<file path="src/rtl/mac_pkg.sv">
// mac_pkg: shared widths, shift type and saturation bounds for the MAC
// requantizer and its skid buffer.
package mac_pkg;

    localparam int DEF_IN_W  = 48;
    localparam int DEF_OUT_W = 8;
    localparam int SHIFT_W   = 6;

    typedef logic [SHIFT_W-1:0] shift_t;

    function automatic int sat_max(input int w);
        return (2 ** (w - 1)) - 1;
    endfunction

    function automatic int sat_min(input int w);
        return -(2 ** (w - 1));
    endfunction

    localparam logic signed [DEF_OUT_W-1:0] SAT_MAX = DEF_OUT_W'(sat_max(DEF_OUT_W));
    localparam logic signed [DEF_OUT_W-1:0] SAT_MIN = DEF_OUT_W'(sat_min(DEF_OUT_W));

    // Shifts past the top data bit would only reproduce the sign, so cap them.
    function automatic shift_t clamp_shift(input shift_t sh, input int lim);
        if (int'(sh) > lim) begin
            return shift_t'(lim);
        end else begin
            return sh;
        end
    endfunction

endpackage

</file>
<file path="src/rtl/rq_skid_buf.sv">
// rq_skid_buf: 2-entry valid/ready skid buffer (output register + spare).
// s_ready is a flop, so upstream never sees a combinational path from m_ready.
module rq_skid_buf #(
    parameter int W = 8
) (
    input  logic         clk,
    input  logic         sclr_n,
    input  logic [W-1:0] s_data,
    input  logic         s_valid,
    output logic         s_ready,
    output logic [W-1:0] m_data,
    output logic         m_valid,
    input  logic         m_ready
);

    logic [W-1:0] r_out_data;
    logic         r_out_valid;
    logic [W-1:0] r_spare_data;
    logic         r_spare_valid;
    logic         r_s_ready;

    logic         w_push;
    logic         w_out_free;
    logic [W-1:0] w_out_data_nx;
    logic         w_out_valid_nx;
    logic [W-1:0] w_spare_data_nx;
    logic         w_spare_valid_nx;

    assign w_push     = s_valid && r_s_ready;
    assign w_out_free = !r_out_valid || m_ready;

    // Next-state of output register and spare; the spare always drains first to keep order.
    always_comb begin
        w_out_data_nx    = r_out_data;
        w_out_valid_nx   = r_out_valid;
        w_spare_data_nx  = r_spare_data;
        w_spare_valid_nx = r_spare_valid;
        if (r_spare_valid) begin
            if (w_out_free) begin
                w_out_data_nx    = r_spare_data;
                w_out_valid_nx   = 1'b1;
                w_spare_data_nx  = s_data;
                w_spare_valid_nx = w_push;
            end else begin
                w_spare_valid_nx = r_spare_valid;
            end
        end else if (w_out_free) begin
            w_out_valid_nx = w_push;
            if (w_push) begin
                w_out_data_nx = s_data;
            end else begin
                w_out_data_nx = r_out_data;
            end
        end else if (w_push) begin
            w_spare_data_nx  = s_data;
            w_spare_valid_nx = 1'b1;
        end else begin
            w_spare_valid_nx = r_spare_valid;
        end
    end

    // Buffer state and registered ready.
    always_ff @(posedge clk) begin
        if (!sclr_n) begin
            r_out_data    <= '0;
            r_out_valid   <= 1'b0;
            r_spare_data  <= '0;
            r_spare_valid <= 1'b0;
            r_s_ready     <= 1'b0;
        end else begin
            r_out_data    <= w_out_data_nx;
            r_out_valid   <= w_out_valid_nx;
            r_spare_data  <= w_spare_data_nx;
            r_spare_valid <= w_spare_valid_nx;
            r_s_ready     <= !w_spare_valid_nx;
        end
    end

    assign s_ready = r_s_ready;
    assign m_data  = r_out_data;
    assign m_valid = r_out_valid;

endmodule

</file>
<file path="src/rtl/mac_requant.sv">
// mac_requant: rounding shift, zero-point add and saturation of the MAC accumulator.
// Optional ReLU before the zero-point add when MAC_REQUANT_RELU_EN is defined.
module mac_requant
    import mac_pkg::*;
#(
    parameter int IN_W  = DEF_IN_W,
    parameter int OUT_W = DEF_OUT_W,
    parameter int CNT_W = 16
) (
    input  logic             CLK,
    input  logic             SCLR_N,
    input  logic [IN_W-1:0]  P_IN,
    input  logic             P_VALID,
    output logic             P_READY,
    input  logic [5:0]       SHIFT,
    input  logic [OUT_W-1:0] ZP,
    input  logic             SAT_CLR,
    output logic [OUT_W-1:0] Q_OUT,
    output logic             Q_VALID,
    input  logic             Q_READY,
    output logic [CNT_W-1:0] SAT_CNT
);

    localparam int Y_W = IN_W + 2;
    localparam logic signed [Y_W-1:0] Y_MAX = Y_W'(sat_max(OUT_W));
    localparam logic signed [Y_W-1:0] Y_MIN = Y_W'(sat_min(OUT_W));

    logic                    w_pipe_en;
    shift_t                  w_shift;
    logic signed [IN_W:0]    w_p_ext;
    logic signed [IN_W:0]    w_rnd;
    logic signed [IN_W:0]    w_r;
    logic                    r_s1_valid;
    logic signed [IN_W:0]    r_s1_r;
    logic signed [IN_W:0]    w_r_eff;
    logic signed [Y_W-1:0]   w_y;
    logic [OUT_W-1:0]        w_q;
    logic                    w_sat;
    logic                    r_s2_valid;
    logic [OUT_W-1:0]        r_s2_q;
    logic [CNT_W-1:0]        r_sat_cnt;

    assign w_shift = clamp_shift(SHIFT, IN_W - 1);
    assign w_p_ext = {P_IN[IN_W-1], P_IN};

    // S1 combinational: add half an LSB of the result, then arithmetic shift (round half up).
    always_comb begin
        w_rnd = '0;
        w_r   = w_p_ext;
        if (w_shift == 6'd0) begin
            w_r = w_p_ext;
        end else begin
            w_rnd = {{IN_W{1'b0}}, 1'b1} << (w_shift - 6'd1);
            w_r   = (w_p_ext + w_rnd) >>> w_shift;
        end
    end

    // S1 register, held while the skid buffer cannot take more.
    always_ff @(posedge CLK) begin
        if (!SCLR_N) begin
            r_s1_valid <= 1'b0;
            r_s1_r     <= '0;
        end else if (w_pipe_en) begin
            r_s1_valid <= P_VALID;
            r_s1_r     <= w_r;
        end else begin
            r_s1_valid <= r_s1_valid;
            r_s1_r     <= r_s1_r;
        end
    end

`ifdef MAC_REQUANT_RELU_EN
    assign w_r_eff = r_s1_r[IN_W] ? '0 : r_s1_r;
`else
    assign w_r_eff = r_s1_r;
`endif

    assign w_y = {w_r_eff[IN_W], w_r_eff} + {{(Y_W-OUT_W){ZP[OUT_W-1]}}, ZP};

    // S2 combinational: clamp to the signed output range and flag the clamp.
    always_comb begin
        w_q   = w_y[OUT_W-1:0];
        w_sat = 1'b0;
        if (w_y > Y_MAX) begin
            w_q   = Y_MAX[OUT_W-1:0];
            w_sat = 1'b1;
        end else if (w_y < Y_MIN) begin
            w_q   = Y_MIN[OUT_W-1:0];
            w_sat = 1'b1;
        end else begin
            w_q   = w_y[OUT_W-1:0];
            w_sat = 1'b0;
        end
    end

    // S2 register, advancing together with S1.
    always_ff @(posedge CLK) begin
        if (!SCLR_N) begin
            r_s2_valid <= 1'b0;
            r_s2_q     <= '0;
        end else if (w_pipe_en) begin
            r_s2_valid <= r_s1_valid;
            r_s2_q     <= w_q;
        end else begin
            r_s2_valid <= r_s2_valid;
            r_s2_q     <= r_s2_q;
        end
    end

    // Saturation event counter: clear beats increment, sticks at all-ones.
    always_ff @(posedge CLK) begin
        if (!SCLR_N) begin
            r_sat_cnt <= '0;
        end else if (SAT_CLR) begin
            r_sat_cnt <= '0;
        end else if (w_pipe_en && r_s1_valid && w_sat && (r_sat_cnt != {CNT_W{1'b1}})) begin
            r_sat_cnt <= r_sat_cnt + {{(CNT_W-1){1'b0}}, 1'b1};
        end else begin
            r_sat_cnt <= r_sat_cnt;
        end
    end

    rq_skid_buf #(
        .W (OUT_W)
    ) u_skid (
        .clk     (CLK),
        .sclr_n  (SCLR_N),
        .s_data  (r_s2_q),
        .s_valid (r_s2_valid),
        .s_ready (w_pipe_en),
        .m_data  (Q_OUT),
        .m_valid (Q_VALID),
        .m_ready (Q_READY)
    );

    assign P_READY = w_pipe_en;
    assign SAT_CNT = r_sat_cnt;

endmodule
</file>
<file path="config.mk">
export PLATFORM = sky130hd
export DESIGN_NAME = mac_requant
export DESIGN_NICKNAME = d
export VERILOG_FILES = /design/src/rtl/mac_pkg.sv /design/src/rtl/rq_skid_buf.sv /design/src/rtl/mac_requant.sv
export SDC_FILE = /design/constraint.sdc
export NUM_CORES = 1
export LEC_CHECK = 0
export CORE_MARGIN = 3
export CORE_UTILIZATION = 23
export DETAILED_ROUTE_END_ITERATION = 7
export PLACE_DENSITY = 0.39
export SLEW_MARGIN = 20
export SYNTH_ARGS = -nofsm -noshare
export SYNTH_HDL_FRONTEND = slang
export SYNTH_SLANG_ARGS = --single-unit
</file>
<file path="constraint.sdc">
create_clock -name CLK -period 12.65 [get_ports CLK]
set_clock_uncertainty 0.15 [all_clocks]
set_input_delay 1.265 -clock CLK [delete_from_list [all_inputs] [get_ports CLK]]
set_output_delay 1.265 -clock CLK [all_outputs]
set_load 0.01 [all_outputs]
</file>
==> reports/results.ini, run 1 <==
[pwr]
ir_worst_vdd_uv=61.9
seqPwrFrac_pct=25.7
power_frac_comb_pct=52.1
clockPowerShare_pct=22.2
design_power_total_mw=1.28
power_density_nw_per_um2=74.0
p_sw_uw=608
p_leak_nw=6.28
sw_frac_of_total_pct=47.5
internal_power_uw=673

[critical_path]
crit_arrival_ps=8910
crit_path_max_fanout=30
path_class=in -> reg
r2r_start=r_s1_r[0]$_SDFFE_PN0P_
required_ps=12790
reg2regPathDepth=14
rr_endpoint=SAT_CNT[12]$_SDFFE_PP0P_
reg2reg_slack_ps=7730
crit_end=r_s1_r[4]$_SDFFE_PN0P_
startpoint_type=input pin
crit_path_end_kind=flop
cp-startpoint=SHIFT[4]

[layout]
nets=2412
layout-drive-gt1-share_pct=5.87
utilization_pct=26.2
syn_to_final_growth_pct=12.0
multi_input_area_um2=12800
fillers=7460
design_area_um2=17300
antenna-diode-count=0
final-seq-area_um2=1880
finalNonFillerCells=3114

[route]
drt_iter0_drc=1868
wl_met3_um=4290
wl_met1_um=35000
maxUsedRoutingLayer=met5
drt_wl_total_um=78900
vias=18300
met2WireLength_um=36200
wl_per_cell_um=25.3
vias_per_cell=5.88
firstDrtPassIters=6
drc=0
drtAntennaViolNets=0

[floorplan]
die_y_um=265
chipWidth_um=265
io_pins=93
core_area_um2=66100
rows=94
die_area_um2=70300
start_util_pct=23.4

[sta]
hold_viol=0
fin_hold_ws_ps=325
fmax_mhz=114
layout_setup_ws_ps=3880
slew_headroom_pct=23.4
slew_viol_final=0
fin_crit_sh_pct=69.3
worst_pin_slew_ps=1140
final.min_clock_period_ps=8770
grt_setup_unrepaired=no
fin_tns_setup_ps=0
finalSetupViolations=0

[clock_tree]
clk_path_buf_depth=2
insertion_delay_ps=370
htreeDepth=3
cts-hold-fix-buffers=0
clk_transition_reported_paths_ps=70
clock-sinks=94
cts_buffers=9
cts_root_buf=clkbuf_16
cts_setup_buffers=0
ctsResizeCount=0
cts_tree=done

[synth]
ys_warn_count=0
ys.flop_type=dfxtp_1
synth_top_area_share_pct=12.2
synth-edff-count=0
syn_nets=2433
synthMostInstantiatedCell=nor2_1
synthArstFlopShare_pct=0
yosys.area.top_type=dfxtp_1
ys_top_cells_by_area=dfxtp_1 (12%), ha_1 (7.9%), a21oi_1 (7.4%)
synth_area_um2=15400
yosys-top-cells-count=nor2_1 (261), nand2_1 (249), a21oi_1 (227)
yosysUniqueCellTypes=113
ys_ff_latch=94
ys_seq_area_share_pct=12.2
syn_avg_cell_area_um2=6.82
syn_inst=2266

[placed_design]
dp_slack_ps=3660
dp.cells=3098
placed_cell_area_um2=17000
dp_hpwl_um=64800
portBuffers=92
place_congestion=0.952

[outcome]
status=finished, final reports clean

[global_route]
antenna_found_initial=3
grt_pass1_vias=17500
grt_pass1_wl_um=116000
grt_max_degree=51
gr-total-overflow=0
groute.usage.overall_pct=21.6

[min_path]
hp-class=reg -> reg
holdPathStages=1

[run]
drv_cap=0

kinds of logic after synthesis:
family	count (synthesis)	synth area share, %
AO/OA/AOI/OAI	850	36.8
XOR/XNOR	68	3.86
adder cells (fa/ha/maj)	100	8.20
buffers and inverters	190	5.48
flip-flops	94	12.2
multiplexers	90	6.16
other	1	0.0243
AND/OR/NAND/NOR	873	27.3
power groups by stage:
stage               clock network, mW  registers (mW)  logic (mW)
detailed placement                  0           0.336       0.654
global route                    0.304           0.331       0.718
finish                          0.285           0.329       0.668
floorplan                           0           0.327       0.436
global placement                    0           0.335       0.659
CTS                             0.294           0.329       0.657
layer usage:
| metal | up-vias | track usage (%) |
|---|---|---|
| met2 | 674 | 35.7 |
| met5 | - | 0 |
| met4 | 4 | 8.97 |
| met1 | 8892 | 28.9 |
| met3 | 136 | 2.24 |
| li1 | 8605 | - |
cells in the final DEF (no fill, tap or decap), types with 18 or more instances in the layout:
master           count
nor2_1             260
nand2_1            249
a21oi_1            223
o21ai_0            159
ha_1                98
dfxtp_1             93
clkdlybuf4s50_1     91
mux2i_1             75
nor3_1              68
nand3_1             62
nand4_1             55
a211oi_1            46
a21o_1              45
xnor2_1             44
o211ai_1            41
o21a_1              35
inv_1               34
o22ai_1             31
buf_4               30
or3_1               29
a31oi_1             26
nor4_1              24
xor2_1              24
o221ai_1            19
nand2b_1            18
a221oi_1            18
how the worst min path moves through the flow:
stage | from | to | slack [ps]
after global placement | r_s1_r[48]$_SDFFE_PN0P_ | r_s1_r[48]$_SDFFE_PN0P_ | 300
final | r_s1_r[48]$_SDFFE_PN0P_ | r_s1_r[48]$_SDFFE_PN0P_ | 320
after detailed placement | r_s1_r[48]$_SDFFE_PN0P_ | r_s1_r[48]$_SDFFE_PN0P_ | 310
after floorplan | r_s1_r[19]$_SDFFE_PN0P_ | r_s1_r[19]$_SDFFE_PN0P_ | 280
after global routing | r_s1_r[48]$_SDFFE_PN0P_ | r_s1_r[48]$_SDFFE_PN0P_ | 350
after CTS | r_s1_r[48]$_SDFFE_PN0P_ | r_s1_r[48]$_SDFFE_PN0P_ | 330
sequential cells by signal, indices dropped and copies added, names as in the netlist:
| register | cells |
|---|---|
| r_s1_r | 49 |
| SAT_CNT | 16 |
| r_s2_q | 8 |
| u_skid.m_data | 8 |
| u_skid.r_spare_data | 8 |
| r_s1_valid | 1 |
| r_s2_valid | 1 |
| u_skid.m_valid | 1 |
| u_skid.r_spare_valid | 1 |
| u_skid.s_ready | 1 |
final cells by class:
cell class,count,share of cell area (%)
multi-input combinational,1982,73.7
sequential,94,10.9
timing repair buffer,122,6.59
tap,864,6.25
clock buffer,9,1.30
inverter,36,0.781
clock inverter,7,0.463
critical path: stages:
cell and delay (ps):
clkdlybuf4s50_1 460, buf_4 400, inv_1 490, nor2_1 680, nand2_1 340, nor3_1 340, ha_1 320, nand2_1 140
nor2_1 470, and3_1 390, a21boi_1 710, nor3_1 110, a311oi_1 800, o22ai_1 180, a211oi_1 650, mux2i_1 210
o21ai_1 470, a22oi_1 240, o21ai_0 200
Power figures use the tool's default switching activity.
==> run 2: changes to the inputs <==
- PLACE_DENSITY: 0.39 -> 0.4
- clock period: 12.65 -> 7.6 ns (I/O delays scaled with it)
==> run 2 against run 1 <==
Net effect: worst setup slack got worse by 3200 ps; routed wire length is 2.1% higher; clock power grew 68%; first-iteration DRC count fell by 10%; final cell count rose by 2.1%; cell area increased by 2.8%; highest routed layer unchanged; sequential power up 66%; critical path depth did not move; combinational power grew 72%; via count rose by 1.8%.
==> reports/results.ini, run 2 (synthesized netlist as in run 1, its figures left out) <==
[pwr]
sw_frac_of_total_pct=47.1  ; -0.33 points
internal_power_mw=1.15  ; +71%
p_sw_mw=1.03  ; +69%
power_frac_comb_pct=52.9  ; +0.8 points
seqPwrFrac_pct=25.1  ; -0.6 points
p_leak_nw=6.60  ; +5.0%
clockPowerShare_pct=22.0  ; -0.2 points
design_power_total_mw=2.18  ; +70%
ir_worst_vdd_uv=106  ; +72%
power_density_nw_per_um2=123  ; +65%

[placed_design]
portBuffers=92  ; unchanged
dp_slack_ps=427  ; -3230 ps
place_congestion=0.961  ; +0.93%
dp_hpwl_um=66900  ; +3.3%

[sta]
grt_setup_unrepaired=no
final.min_clock_period_ps=6880
layout_setup_ws_ps=718  ; -3160 ps
worst_pin_slew_ps=966  ; -174 ps
slew_headroom_pct=35.0  ; +12 points
hold_viol=0  ; unchanged
fmax_mhz=145
fin_crit_sh_pct=90.5
finalSetupViolations=0  ; unchanged
fin_tns_setup_ps=0  ; unchanged
slew_viol_final=0  ; unchanged

[route]
drt_iter0_drc=1681  ; -10%
drt_wl_total_um=80600  ; +2.1%
drc=0  ; unchanged
vias_per_cell=5.86  ; -0.35%
wl_per_cell_um=25.3  ; about the same
firstDrtPassIters=6  ; unchanged
vias=18600  ; +1.8%
drtAntennaViolNets=0  ; unchanged

[layout]
layout_common_cells=nor2_1 (260), nand2_1 (249), a21oi_1 (223), o21ai_0 (159), ha_1 (98)
nets=2477  ; +2.7%
final_common_cell=nor2_1
layout-drive-gt1-share_pct=8.51  ; +2.6 points
syn_to_final_growth_pct=15.2
top_register=r_s1_r
largest_reg_flops=49  ; unchanged
fillers=7399  ; -0.82%

[clock_tree]
cts-hold-fix-buffers=0  ; unchanged
insertion_delay_ps=370  ; about the same
ctsResizeCount=0  ; unchanged
clk_path_buf_depth=2  ; unchanged
cts_buffers=9  ; unchanged
cts_tree=done
clk_transition_reported_paths_ps=80  ; about the same
cts_setup_buffers=0  ; unchanged
cts_root_buf=clkbuf_16
clock-sinks=94  ; unchanged
htreeDepth=3  ; unchanged

[global_route]
antenna_found_initial=3  ; unchanged
groute.usage.overall_pct=22.1  ; +0.42 points
grt_max_degree=51  ; unchanged
gr-total-overflow=0  ; unchanged
grt_util_met1_pct=29.6  ; +0.75 points
busiest_layer=met2
grt_pass1_vias=17800  ; +2.0%
grt_use_met2_pct=37.1  ; +1.4 points
grt_pass1_wl_um=118000  ; +2.4%
grt_util_met3_pct=1.57  ; -0.67 points

[critical_path]
crit_path_max_fanout=9  ; -70%
crit_arrival_ps=7020  ; -1890 ps
critPathSlowestCell=a21boi_0
crit_path_end_kind=flop
reg2reg_slack_ps=2610  ; -5120 ps
path_class=in -> reg
cpPeakStageDelay_ps=760  ; -40 ps
required_ps=7740  ; -5050 ps
path_cells=clkdlybuf4s50_1 -> nand2b_1 -> or3_1 -> nor2_1 -> ha_1 -> inv_1 -> fa_1 -> nor2b_1 -> o2111a_1 -> o21ai_0 -> a21o_1 -> a21boi_0 -> or3_1 -> nand2_1 -> a221oi_1 -> a22oi_1 -> o21ai_0 -> a221oi_1 -> o21ai_1
reg2regPathDepth=14  ; unchanged
rr_endpoint=SAT_CNT[12]$_SDFFE_PP0P_
r2r_start=r_s1_r[0]$_SDFFE_PN0P_
startpoint_type=input pin

[floorplan]
core_area_um2=66100  ; unchanged
die_area_um2=70300  ; unchanged
io_pins=93  ; unchanged
rows=94  ; unchanged
chipWidth_um=265  ; unchanged
die_y_um=265  ; unchanged
start_util_pct=23.4  ; unchanged

[run]
drv_cap=0  ; unchanged

[min_path]
hp-class=reg -> reg
hold_path_startpoint=r_s1_r[48]$_SDFFE_PN0P_
holdPathStages=1  ; unchanged
whs_endpoint=r_s1_r[48]$_SDFFE_PN0P_

[outcome]
status=finished, final reports clean

## run 2: cell count changes in the layout (fill, tap and decap cells not counted), sizes merged
cell,previous run,this run
buf,31,96
diode,0,1
inv,36,38
clkinv,6,4
## run 2: per-layer routing
layer,part of all wire [%],vias up,routed length (um)
met5,0.016,-,13
met3,4.5,132,3620
met4,4.1,2,3290
met1,45,9080,36200
met2,47,678,37500
li1,-,8741,-
## run 2: cell type report
cell class	instances	area, um2	share of cell area, %
Sequential cell	94	1880	10.6
Multi-Input combinational cell	1982	12800	71.7
Timing Repair Buffer	187	1630	9.15
Antenna cell	1	2.50	0.0141
Clock buffer	9	225	1.27
Clock inverter	7	75.1	0.422
Inverter	36	135	0.759
Tap cell	864	1080	6.08
## run 2: worst max-delay path by stage
stage	start	to	depth (start not counted)
floorplan	SHIFT[5]	r_s1_r[8]$_SDFFE_PN0P_	22
global placement	SHIFT[1]	r_s1_r[27]$_SDFFE_PN0P_	19
detailed placement	SHIFT[1]	r_s1_r[27]$_SDFFE_PN0P_	19
CTS	SHIFT[1]	r_s1_r[27]$_SDFFE_PN0P_	19
global route	SHIFT[4]	r_s1_r[16]$_SDFFE_PN0P_	22
finish	SHIFT[1]	r_s1_r[27]$_SDFFE_PN0P_	19
## run 2: critical path: cells and delay by family
kind / cells / cell delay [ps]
and+or+nand+nor: 6 / 1610
AOI/OAI and AO/OA: 9 / 3330
adders and majority gates: 2 / 600
buffers and inverters: 2 / 720
## run 2: power groups by stage
stage | sequential (mW) | combinational [mW] | clock [mW]
after floorplan | 0.544 | 0.725 | 0
after global routing | 0.551 | 1.24 | 0.506
after global placement | 0.557 | 1.14 | 0
after CTS | 0.548 | 1.14 | 0.488
after detailed placement | 0.559 | 1.13 | 0
final | 0.547 | 1.15 | 0.480
## run 2: stage by stage
| stage | instance area [um2] | util [%] | std cells | hold slack (ps) |
|---|---|---|---|---|
| after floorplan | 15400 | - | 2266 | 279 |
| after global placement | 17500 | 26.5 | 3163 | 294 |
| after detailed placement | 17500 | 26.5 | 3163 | 311 |
| after CTS | 17800 | 26.9 | 3179 | 329 |
| after global routing | 17800 | 26.9 | 3179 | 352 |
| final | 17800 | 26.9 | 3180 | 328 |
==> run 3: changes to the inputs <==
- PLACE_DENSITY: 0.4 -> 0.49
- RECOVER_POWER: not set -> 50
==> run 3 against run 2 <==
Net effect: die area did not move; utilization fell by 0.42 points; global-route usage fell by 1.9 points; sequential power barely moved; clock power rose by 1%; total power fell by 1.4%; hold slack got worse by 19 ps; final cell count fell by 1.1%; clock-buffer cell count rose by 1; non-clock buffer count fell by 36; first-iteration DRC count rose by 12%; the flow now finishes with violations (capacitance limit, slew limit).
==> reports/results.ini, run 3 (synthesized netlist as in run 1, its figures left out) <==
[pwr]
sw_frac_of_total_pct=45.6  ; -1.5 points
p_leak_nw=6.49  ; -1.6%
power_frac_comb_pct=52.0  ; -0.9 points
p_sw_uw=980  ; -4.6%
seqPwrFrac_pct=25.4  ; +0.3 points
internal_power_mw=1.17  ; +1.4%
ir_worst_vdd_uv=104  ; -2.0%
clockPowerShare_pct=22.6  ; +0.6 points
power_density_nw_per_um2=123  ; +0.17%

[sta]
fin_crit_sh_pct=91.2  ; +0.62 points
fin_tns_setup_ps=0  ; unchanged
finalSetupViolations=0  ; unchanged
worst_pin_slew_ps=2120  ; +1150 ps
slew_viol_final=83  ; +83
fmax_mhz=144  ; -0.68%
grt_setup_unrepaired=no
hold_viol=0  ; unchanged
final.min_clock_period_ps=6930  ; +47.1 ps
slew_headroom_pct=-41.4  ; -76 points

[route]
firstDrtPassIters=5  ; -1
drt_wl_total_um=74600  ; -7.4%
vias=18600  ; -0.25%
drt_iter0_drc=1887  ; +12%
drc=0  ; unchanged
wl_per_cell_um=23.7  ; -6.4%
drtAntennaViolNets=0  ; unchanged
vias_per_cell=5.91  ; +0.90%

[clock_tree]
clk_transition_reported_paths_ps=80  ; about the same
clock-sinks=94  ; unchanged
ctsResizeCount=0  ; unchanged
cts_buffers=9  ; unchanged
clk_path_buf_depth=2  ; unchanged
cts_tree=done
cts_root_buf=clkbuf_16
cts_setup_buffers=0  ; unchanged
htreeDepth=3  ; unchanged
cts-hold-fix-buffers=0  ; unchanged
insertion_delay_ps=360  ; about the same

[layout]
layout_common_cells=nor2_1 (260), nand2_1 (249), a21oi_1 (223), o21ai_0 (159), ha_1 (98)
final_common_cell=nor2_1
top_register=r_s1_r
largest_reg_flops=49  ; unchanged
multi_input_area_um2=12800  ; about the same
nets=2441  ; -1.5%
layout-drive-gt1-share_pct=6.89  ; -1.6 points
final-seq-area_um2=1880  ; about the same
finalNonFillerCells=3144  ; -1.1%
fillers=7439  ; +0.54%
syn_to_final_growth_pct=13.4

[placed_design]
dp_hpwl_um=61400  ; -8.2%
place_congestion=0.999  ; +4.0%
portBuffers=92  ; unchanged
dp.cells=3127  ; -1.1%

[run]
drv_cap=2  ; +2

[global_route]
gr-total-overflow=0  ; unchanged
busiest_layer=met2
grt_pass1_wl_um=111000  ; -6.3%
grt_max_degree=51  ; unchanged
grt_pass1_vias=17500  ; -1.5%
grt_use_met2_pct=33.4  ; -3.7 points
groute.usage.overall_pct=20.2  ; -1.9 points
antenna_found_initial=1  ; -2
grt_util_met3_pct=2.31  ; +0.74 points
grt_util_met1_pct=27.5  ; -2.1 points

[floorplan]
core_area_um2=66100  ; unchanged
chipWidth_um=265  ; unchanged
start_util_pct=23.4  ; unchanged
rows=94  ; unchanged
die_area_um2=70300  ; unchanged
die_y_um=265  ; unchanged
io_pins=93  ; unchanged

[critical_path]
crit_path_max_fanout=18  ; +9
path_class=in -> reg
crit_path_end_kind=flop
crit_arrival_ps=6990  ; -30 ps
startpoint_type=input pin
required_ps=7660  ; -80 ps

[outcome]
status=finished with violations
failed_checks=capacitance limit, slew limit

[min_path]
hp-class=reg -> reg

run 3: worst paths after layout:
check,startpoint,end,slack (ps),cells after the start
worst max-delay path,SHIFT[5],r_s1_r[8]$_SDFFE_PN0P_,670,18
worst min-delay path,r_s1_r[26]$_SDFFE_PN0P_,r_s1_r[26]$_SDFFE_PN0P_,310,2
worst max register to register,r_s1_r[0]$_SDFFE_PN0P_,SAT_CNT[12]$_SDFFE_PP0P_,2350,14
worst min register to register,r_s1_r[26]$_SDFFE_PN0P_,r_s1_r[26]$_SDFFE_PN0P_,310,2
run 3: metrics by stage:
| stage | power [mW] | cell area [um2] | hold WS (ps) | setup slack [ps] | util [%] |
|---|---|---|---|---|---|
| detailed placement | 1.65 | 17200 | 300 | 492 | 26.0 |
| CTS | 2.14 | 17500 | 311 | 889 | 26.5 |
| global placement | 1.65 | 17200 | 295 | 522 | 26.0 |
| finish | 2.15 | 17500 | 310 | 671 | 26.5 |
| floorplan | 1.27 | 15400 | 279 | 2030 | - |
| global route | 2.26 | 17500 | 336 | 262 | 26.5 |
run 3: worst max-delay path: stages:
cell and delay (ps):
clkdlybuf4s50_1 670, inv_1 220, nand2_1 410, or4_1 690
fa_1 460, nor2b_1 230, o2111a_1 260, o21ai_0 220
a21oi_1 340, o21ai_0 360, a31oi_1 320, nor3_2 60
buf_4 210, or2_2 330, o221a_2 190, and2_1 170
a2111oi_0 900, o21ai_0 150
run 3: per-layer routing:
metal,share of wire [%],wire length (um)
met1,44,32800
met2,46,34300
met3,6.9,5140
met4,3.2,2390
met5,0,0
run 3: area by class of cell:
cell class                 instances  share of cell area (%)
timing repair buffer             151                    7.71
clock buffer                      10                    1.36
sequential                        94                    10.7
antenna                            1                  0.0143
multi-input combinational       1982                    72.8
clock inverter                     6                   0.414
tap                              864                    6.17
inverter                          36                   0.771
run 3: power by group through the flow:
stage | clock [mW] | sequential [mW] | combinational (mW)
CTS | 0.496 | 0.546 | 1.09
global route | 0.517 | 0.549 | 1.20
finish | 0.485 | 0.546 | 1.12
global placement | 0 | 0.556 | 1.09
floorplan | 0 | 0.544 | 0.725
detailed placement | 0 | 0.557 | 1.09
